`src/rtl/iq_pkg.sv`:
```
// Shared definitions for the IQ deserializer: word width, pairing FSM state
// encoding and the sample sign-extension helper.
package iq_pkg;

   localparam int IQ_WORD_W = 32;

   // Pairing FSM state; plain logic constants keep older tools happy.
   typedef logic [0:0] iq_state_t;
   localparam iq_state_t S_I = 1'b0;
   localparam iq_state_t S_Q = 1'b1;

   // Sign-extend the low w bits of raw (w in 8..16) to a full 16-bit value.
   function automatic logic [15:0] sign_ext16(input logic [15:0] raw, input int w);
      logic [15:0] t;
      t = raw << (16 - w);
      return 16'($signed(t) >>> (16 - w));
   endfunction

endpackage

```
`src/rtl/iq_sync_fifo.sv`:
```
// Single-clock show-ahead FIFO for packed IQ words. The head word is driven
// combinationally, so the consumer samples rd_data in the same cycle it pops.
// Pointers carry one extra wrap bit so full and empty can be told apart.
module iq_sync_fifo
   import iq_pkg::*;
#(
   parameter int DEPTH = 16
) (
   input  logic                 clk,
   input  logic                 rst,
   input  logic                 wr_en,
   input  logic [IQ_WORD_W-1:0] wr_data,
   input  logic                 rd_en,
   output logic [IQ_WORD_W-1:0] rd_data,
   output logic                 rd_dr,
   output logic                 full
);

   localparam int AW = $clog2(DEPTH);

   logic [AW:0]          wr_ptr_q, wr_ptr_d;
   logic [AW:0]          rd_ptr_q, rd_ptr_d;
   logic [IQ_WORD_W-1:0] mem_q [DEPTH];
   logic                 empty, do_rd, do_wr;

   assign empty = (wr_ptr_q == rd_ptr_q);
   assign full  = (wr_ptr_q[AW] != rd_ptr_q[AW]) &&
                  (wr_ptr_q[AW-1:0] == rd_ptr_q[AW-1:0]);

   // A pop on empty is ignored; a push on full only lands if a pop frees a slot.
   assign do_rd = rd_en & ~empty;
   assign do_wr = wr_en & (~full | do_rd);

   assign rd_dr   = ~empty;
   assign rd_data = empty ? '0 : mem_q[rd_ptr_q[AW-1:0]];

   // Next-pointer computation; pointers wrap naturally modulo 2*DEPTH.
   always_comb begin
      wr_ptr_d = wr_ptr_q;
      rd_ptr_d = rd_ptr_q;
      if (do_wr) wr_ptr_d = wr_ptr_q + 1'b1;
      if (do_rd) rd_ptr_d = rd_ptr_q + 1'b1;
   end

   // Pointer registers.
   always_ff @(posedge clk) begin
      if (rst) begin
         wr_ptr_q <= '0;
         rd_ptr_q <= '0;
      end else begin
         wr_ptr_q <= wr_ptr_d;
         rd_ptr_q <= rd_ptr_d;
      end
   end

   // Storage; contents are don't-care while empty, so no reset is needed.
   always_ff @(posedge clk) begin
      if (do_wr) mem_q[wr_ptr_q[AW-1:0]] <= wr_data;
   end

endmodule

```
`src/rtl/iq_deserializer.sv`:
```
// Pairs interleaved I/Q ADC samples into 32-bit {I,Q} words and queues them
// for the packetizer. Words that arrive while the queue is full (and not being
// popped) are dropped and counted.
// Optional build macro IQ_TEST_PATTERN_EN adds tp_sel, which substitutes a
// ramp pattern {ramp, ~ramp} for each formed word.
module iq_deserializer
   import iq_pkg::*;
#(
   parameter int SAMPLE_W = 12,
   parameter int DEPTH    = 16
) (
   input  logic                 clk,
   input  logic                 rst,
   input  logic [SAMPLE_W-1:0]  adc_data,
   input  logic                 adc_frame,
   input  logic                 adc_valid,
   input  logic                 rd_en,
`ifdef IQ_TEST_PATTERN_EN
   input  logic                 tp_sel,
`endif
   output logic [IQ_WORD_W-1:0] rd_data,
   output logic                 rd_dr,
   output logic                 overflow,
   output logic [15:0]          drop_count
);

   iq_state_t            state_q, state_d;
   logic [15:0]          i_q, i_d;
   logic [IQ_WORD_W-1:0] word_q, word_d;
   logic                 push_q, push_d;
   logic                 overflow_q, overflow_d;
   logic [15:0]          drop_count_q, drop_count_d;
   logic [15:0]          sample_sx;
   logic                 fifo_full, drop;
`ifdef IQ_TEST_PATTERN_EN
   logic [15:0]          ramp_q, ramp_d;
`endif

   assign sample_sx = sign_ext16(16'(adc_data), SAMPLE_W);

   // Pairing: latch I, then a following Q forms a word that is pushed one
   // cycle later through push_q/word_q. A repeated I overwrites the latch.
   always_comb begin
      state_d = state_q;
      i_d     = i_q;
      word_d  = word_q;
      push_d  = 1'b0;
`ifdef IQ_TEST_PATTERN_EN
      ramp_d  = ramp_q;
`endif
      if (adc_valid) begin
         case (state_q)
            S_I: begin
               if (adc_frame) begin
                  i_d     = sample_sx;
                  state_d = S_Q;
               end
            end
            default: begin
               if (adc_frame) begin
                  i_d = sample_sx;
               end else begin
                  word_d  = {i_q, sample_sx};
                  push_d  = 1'b1;
                  state_d = S_I;
`ifdef IQ_TEST_PATTERN_EN
                  if (tp_sel) word_d = {ramp_q, ~ramp_q};
                  ramp_d = ramp_q + 16'd1;
`endif
               end
            end
         endcase
      end
   end

   // Drop accounting: a full queue only absorbs a push when it is also popped.
   assign drop = push_q & fifo_full & ~rd_en;

   always_comb begin
      overflow_d   = overflow_q | drop;
      drop_count_d = drop_count_q;
      if (drop && drop_count_q != 16'hFFFF) drop_count_d = drop_count_q + 16'd1;
   end

   // Pairing, pending-push and counter registers.
   always_ff @(posedge clk) begin
      if (rst) begin
         state_q      <= S_I;
         i_q          <= '0;
         word_q       <= '0;
         push_q       <= 1'b0;
         overflow_q   <= 1'b0;
         drop_count_q <= '0;
      end else begin
         state_q      <= state_d;
         i_q          <= i_d;
         word_q       <= word_d;
         push_q       <= push_d;
         overflow_q   <= overflow_d;
         drop_count_q <= drop_count_d;
      end
   end

`ifdef IQ_TEST_PATTERN_EN
   // Test-pattern ramp, advanced once per formed word.
   always_ff @(posedge clk) begin
      if (rst) ramp_q <= '0;
      else     ramp_q <= ramp_d;
   end
`endif

   iq_sync_fifo #(.DEPTH(DEPTH)) u_fifo (
      .clk    (clk),
      .rst    (rst),
      .wr_en  (push_q),
      .wr_data(word_q),
      .rd_en  (rd_en),
      .rd_data(rd_data),
      .rd_dr  (rd_dr),
      .full   (fifo_full)
   );

   assign overflow   = overflow_q;
   assign drop_count = drop_count_q;

endmodule

```
`config.mk`:
```
export PLATFORM = sky130hd
export DESIGN_NAME = iq_deserializer
export DESIGN_NICKNAME = d
export VERILOG_FILES = /design/src/rtl/iq_pkg.sv /design/src/rtl/iq_sync_fifo.sv /design/src/rtl/iq_deserializer.sv
export SDC_FILE = /design/constraint.sdc
export NUM_CORES = 1
export LEC_CHECK = 0
export CAP_MARGIN = 20
export CORE_MARGIN = 4
export CORE_UTILIZATION = 50
export DETAILED_ROUTE_END_ITERATION = 8
export PLACE_DENSITY = 0.67
export SLEW_MARGIN = 20
export SYNTH_ARGS = -nofsm -noshare
export SYNTH_HDL_FRONTEND = slang
export SYNTH_SLANG_ARGS = --single-unit
export TNS_END_PERCENT = 30
```
`constraint.sdc`:
```
create_clock -name clk -period 3.8 [get_ports clk]
set_input_delay 0.38 -clock clk [delete_from_list [all_inputs] [get_ports clk]]
set_output_delay 0.38 -clock clk [all_outputs]
set_load 0.02 [all_outputs]
```
==> flow_summary.json, run 1 <==
{
  "die_y_um": 194,
  "finalHoldViolCount": 0,
  "avgViaCountPerCell": 5.90,
  "grt_pass1_wl_um": 57700,
  "rows": 67,
  "final_nets": 1075,
  "yosysUniqueCellTypes": 42,
  "cts.sinks": 453,
  "seq_area_frac_synth": 0.746,
  "power_density_mw_per_mm2": 509,
  "clk_latency_ps": 540,
  "end_kind": "output pin",
  "maxCapViolCount": 0,
  "place_congestion": 0.785,
  "drt_iter0_drc": 884,
  "area_delta_synth_final_pct": 17.5,
  "synth-edff-count": 384,
  "path_clk_slew_ps": 60,
  "arrival_ps": 3050,
  "grt_overflow_total": 0,
  "postRouteAntennaNets": 0,
  "layout-drive-gt1-share": 0.212,
  "synth_flop_cell": "edfxtp_1",
  "outcome": "completed",
  "slew_violations": 0,
  "rsz0062_at_grt": "false",
  "period_share": 0.902,
  "syn_area_per_cell_um2": 18.1,
  "drtPass1Iterations": 4,
  "cts_resized": 0,
  "htreeDepth": 2,
  "antenna_found_initial": 0,
  "max_freq_mhz": 292,
  "netlist_area_mm2": 0.0173,
  "final_cell_mix": "edfxtp_1, mux4_2, nand2_1, a21oi_1, dfxtp_1",
  "initial_core_util": 0.511,
  "leakagePower_uw": 0.00644,
  "die-area_mm2": 0.0377,
  "portBuffers": 66,
  "postSynth.asyncResetShare": 0,
  "cp.required_ps": 3420,
  "fp.coreArea_mm2": 0.0339,
  "cp_max_fo": 25,
  "drc": 0,
  "vias": 9058,
  "grt_pass1_vias": 9372,
  "worst_pin_slew_ps": 952,
  "dieWidth_um": 194,
  "setup_viol": 0,
  "cts_root_buf": "clkbuf_16",
  "tns_ps": 0,
  "cts-hold-fix-buffers": 0,
  "ys_ff_latch": 453,
  "avgRoutedWirePerCell_um": 24.6,
  "vdd_drop_max_uv": 292,
  "ys_warn_count": 0,
  "numCtsBuffers": 46,
  "syn_nets": 979,
  "cts_tree": "yes",
  "dp.cells": 1452,
  "grt_util_all_layers": 0.200,
  "grt_start_max_net_pins": 57,
  "crit_type": "flip-flop to output pin",
  "critPathLaunchType": "flip-flop",
  "fin_skew_ps": 15.1,
  "syn-instance-count": 956,
  "fin_cells": 1536,
  "cts_setup_buffers": 0,
  "ioPinCount": 67,
  "clk_path_buf_depth": 3,
  "dp_hpwl_um": 22200,
  "wirelength_um": 37800,
  "period_needed_ps": 3430,
  "final_common_cell": "edfxtp_1",
  "antenna_cells": 0,
  "hp-class": "primary input to flip-flop",
  "slew_headroom": 0.365
}
[cells by family after synthesis]
kind of cell / after synthesis / share of synthesized area
DFF: 453 / 0.746
and+or+nand+nor: 164 / 0.0460
AOI/OAI and AO/OA: 151 / 0.0526
muxes: 99 / 0.127
buffers and inverters: 70 / 0.0181
xor gates and xnor gates: 13 / 0.00658
adders and majority gates: 6 / 0.00434
[worst max-delay path: stages, from the launching register on]
cell and delay (ps):
dfxtp_1 480, xnor2_1 180, and4_1 450, and2_1 200, buf_4 410, a21oi_1 180
clkdlybuf4s50_1 590
[registers in the layout (all words and copies together) (netlist names), named ones only]
register,cells
state_q,1
u_fifo.wr_ptr_q,5
i_q,12
overflow,1
drop_count,16
word_q,24
u_fifo.rd_ptr_q,5
u_fifo.mem_q,384
push_q,1
[synthesized netlist by cell type (all sizes together), types with 10 or more instances]
cell,n,area share
clkbuf,42,0.0091
o21ai,10,0.0029
nand2,81,0.018
edfxtp,384,0.67
a21oi,81,0.023
and3,17,0.0061
dfxtp,69,0.080
a22oi,48,0.021
xnor2,11,0.0056
buf,23,0.0079
nor2,17,0.0037
mux4,96,0.12
[where the power goes]
part | internal, uW | total [uW] | switching, uW
logic | 101 | 209 | 108
registers | 5340 | 5360 | 19.8
clock network | 2990 | 4790 | 1800
[per-stage QoR]
step | utilization | worst slack (ps) | power [uW] | hold slack [ps] | instance area (um^2)
2_1_floorplan | - | 711 | 5580 | 432 | 17300
3_3_place_gp | 0.552 | 914 | 5670 | 440 | 18700
3_5_place_dp | 0.552 | 902 | 5670 | 442 | 18700
4_1_cts | 0.601 | 238 | 10400 | 406 | 20300
5_1_grt | 0.601 | 184 | 10700 | 431 | 20300
6_report | 0.601 | 373 | 10400 | 419 | 20300
[cell type report]
type                            count  area, um^2
Clock buffer                       64        1330
Clock inverter                     20         315
Fill cell                        2458       13500
Inverter                            5        18.8
Multi-Input combinational cell    433        4120
Sequential cell                   453       12900
Tap cell                          448         561
Timing Repair Buffer              113        1080
[metal layers]
layer,global-route usage,share of wire
met2,0.334,0.50
met4,0.0414,0.018
met1,0.282,0.42
met3,0.0365,0.063
met5,0,0
[worst paths after layout]
| check | slack (ps) | cells after the start | start | to |
|---|---|---|---|---|
| max | 370 | 6 | u_fifo.wr_ptr_q[2] | rd_data[31] |
| min | 420 | 2 | rst | u_fifo.wr_ptr_q[1] |
| max reg2reg | 1360 | 5 | u_fifo.wr_ptr_q[2] | drop_count[14] |
| min reg2reg | 450 | 2 | i_q[11] | word_q[27] |
Power figures use the tool's default switching activity.
==> run 2, diff against run 1 <==
--- a/config.mk
+++ b/config.mk
@@ -8,6 +8,7 @@
 export CAP_MARGIN = 20
 export CORE_MARGIN = 4
 export CORE_UTILIZATION = 50
+export CTS_BUF_LIST = sky130_fd_sc_hd__clkbuf_16
 export DETAILED_ROUTE_END_ITERATION = 8
 export PLACE_DENSITY = 0.67
 export SLEW_MARGIN = 20
==> run 2 against run 1 <==
  * First-iteration DRC count fell by 1.7%
  * Clock power down 5.2%
  * Register-to-register slack barely moved
  * Worst setup slack gained 4.2 ps
  * Cell count unchanged
  * Sequential power barely moved
  * Hold slack better by 5.5 ps
  * Critical path type unchanged
  * Largest cell class unchanged
  * Largest power group unchanged
  * Highest routed layer unchanged
==> flow_summary.json, run 2 (synthesis gave the netlist of run 1 again) <==
{
  "period_share": 0.901,
  "grt_pass1_wl_um": 57700,
  "end_kind": "output pin",
  "dp_hpwl_um": 22200,
  "crit_type": "flip-flop to output pin",
  "final_common_cell": "edfxtp_1",
  "grt_start_max_net_pins": 57,
  "cts-hold-fix-buffers": 0,
  "netSwitchingPower_uw": 1920,
  "wirelength_um": 37800,
  "max_freq_mhz": 292,
  "vdd_drop_max_uv": 291,
  "rows": 67,
  "cts_resized": 0,
  "finalHoldViolCount": 0,
  "arrival_ps": 3040,
  "final_cell_mix": "edfxtp_1, mux4_2, nand2_1, a21oi_1, dfxtp_1",
  "layout_setup_ws_ps": 378,
  "drc": 0,
  "path_clk_slew_ps": 60,
  "ioPinCount": 67,
  "htreeDepth": 2,
  "worst_pin_slew_ps": 960,
  "cts_root_buf": "clkbuf_16",
  "clk_path_buf_depth": 3,
  "maxCapViolCount": 0,
  "dieWidth_um": 194,
  "grt_overflow_total": 0,
  "clk_latency_ps": 540,
  "grt_pass1_vias": 9379,
  "slowest_delay_ps": 590,
  "outcome": "completed",
  "cts_setup_buffers": 0,
  "die-area_mm2": 0.0377,
  "pwr-share-seq": 0.530,
  "fp.coreArea_mm2": 0.0339,
  "vias": 9096,
  "hp-class": "primary input to flip-flop",
  "antenna_found_initial": 0,
  "crit_path_cell_trace": "xnor2_1 > and4_1 > and2_1 > buf_4 > a21oi_1 > clkdlybuf4s50_1",
  "slew_headroom": 0.360,
  "area_delta_synth_final_pct": 16.9,
  "critPathLaunchType": "flip-flop",
  "power_density_mw_per_mm2": 499,
  "slew_violations": 0,
  "portBuffers": 66,
  "period_needed_ps": 3420,
  "clockPowerShare": 0.449,
  "fin_cells": 1536,
  "hold_ws_ps": 425,
  "grt_util_all_layers": 0.200,
  "dp.cells": 1452,
  "setup_viol": 0,
  "antenna_cells": 0,
  "initial_core_util": 0.511,
  "cp.required_ps": 3420,
  "critPathSlowestCell": "clkdlybuf4s50_1",
  "place_congestion": 0.785,
  "numCtsBuffers": 46,
  "postRouteAntennaNets": 0,
  "fin_skew_ps": 13.5,
  "cp_max_fo": 25,
  "p_int_uw": 8180,
  "swShare": 0.190,
  "dp_slack_ps": 902,
  "drt_iter0_drc": 869,
  "final_nets": 1075,
  "largest_register_ffs": 384,
  "avgRoutedWirePerCell_um": 24.6,
  "avgViaCountPerCell": 5.92,
  "cts.sinks": 453,
  "tns_ps": 0,
  "leakagePower_uw": 0.00640,
  "drtPass1Iterations": 5,
  "power_frac_comb": 0.021,
  "cts_tree": "yes",
  "die_y_um": 194,
  "rsz0062_at_grt": "false",
  "layout-drive-gt1-share": 0.202
}
## run 2: cell type report
| type | count | area (um^2) |
|---|---|---|
| Fill cell | 2479 | 13600 |
| Sequential cell | 453 | 12900 |
| Multi-Input combinational cell | 433 | 4120 |
| Clock buffer | 46 | 1150 |
| Timing Repair Buffer | 113 | 1080 |
| Tap cell | 448 | 561 |
| Clock inverter | 38 | 383 |
| Inverter | 5 | 18.8 |
## run 2: stage by stage
step | util | cell area (um^2) | total power, uW
floorplan | - | 17300 | 5580
global placement | 0.552 | 18700 | 5670
detailed placement | 0.552 | 18700 | 5670
CTS | 0.598 | 20200 | 10200
global route | 0.598 | 20200 | 10400
finish | 0.598 | 20200 | 10100
## run 2: per-layer routing
layer	up-vias	GRT usage	share of wire
li1	4016	-	-
met1	4708	0.282	0.41
met2	322	0.335	0.50
met3	50	0.0365	0.067
met4	0	0.0406	0.017
met5	-	0	0
## run 2: power by group through the flow
stage / Clock [uW] / Combinational (uW) / Sequential [uW]
floorplan: 0 / 131 / 5450
global placement: 0 / 209 / 5460
detailed placement: 0 / 211 / 5460
CTS: 4610 / 212 / 5360
global route: 4840 / 225 / 5360
finish: 4540 / 209 / 5360
## run 2: worst paths after layout
check	from	to	slack, ps	depth (start not counted)
setup / recovery	u_fifo.wr_ptr_q[2]	rd_data[31]	380	6
hold / removal	rst	u_fifo.wr_ptr_q[1]	420	2
setup reg to reg	u_fifo.wr_ptr_q[2]	drop_count[14]	1350	5
hold reg to reg	overflow	overflow	450	2
## run 2: worst max-delay path: cells and delay by family, from the launching register on
| kind | cells | cell delay, ps |
|---|---|---|
| DFF | 1 | 480 |
| xor gates and xnor gates | 1 | 180 |
| AOI/OAI and AO/OA | 1 | 180 |
| buffers and inverters | 2 | 1000 |
| and+or+nand+nor | 2 | 650 |
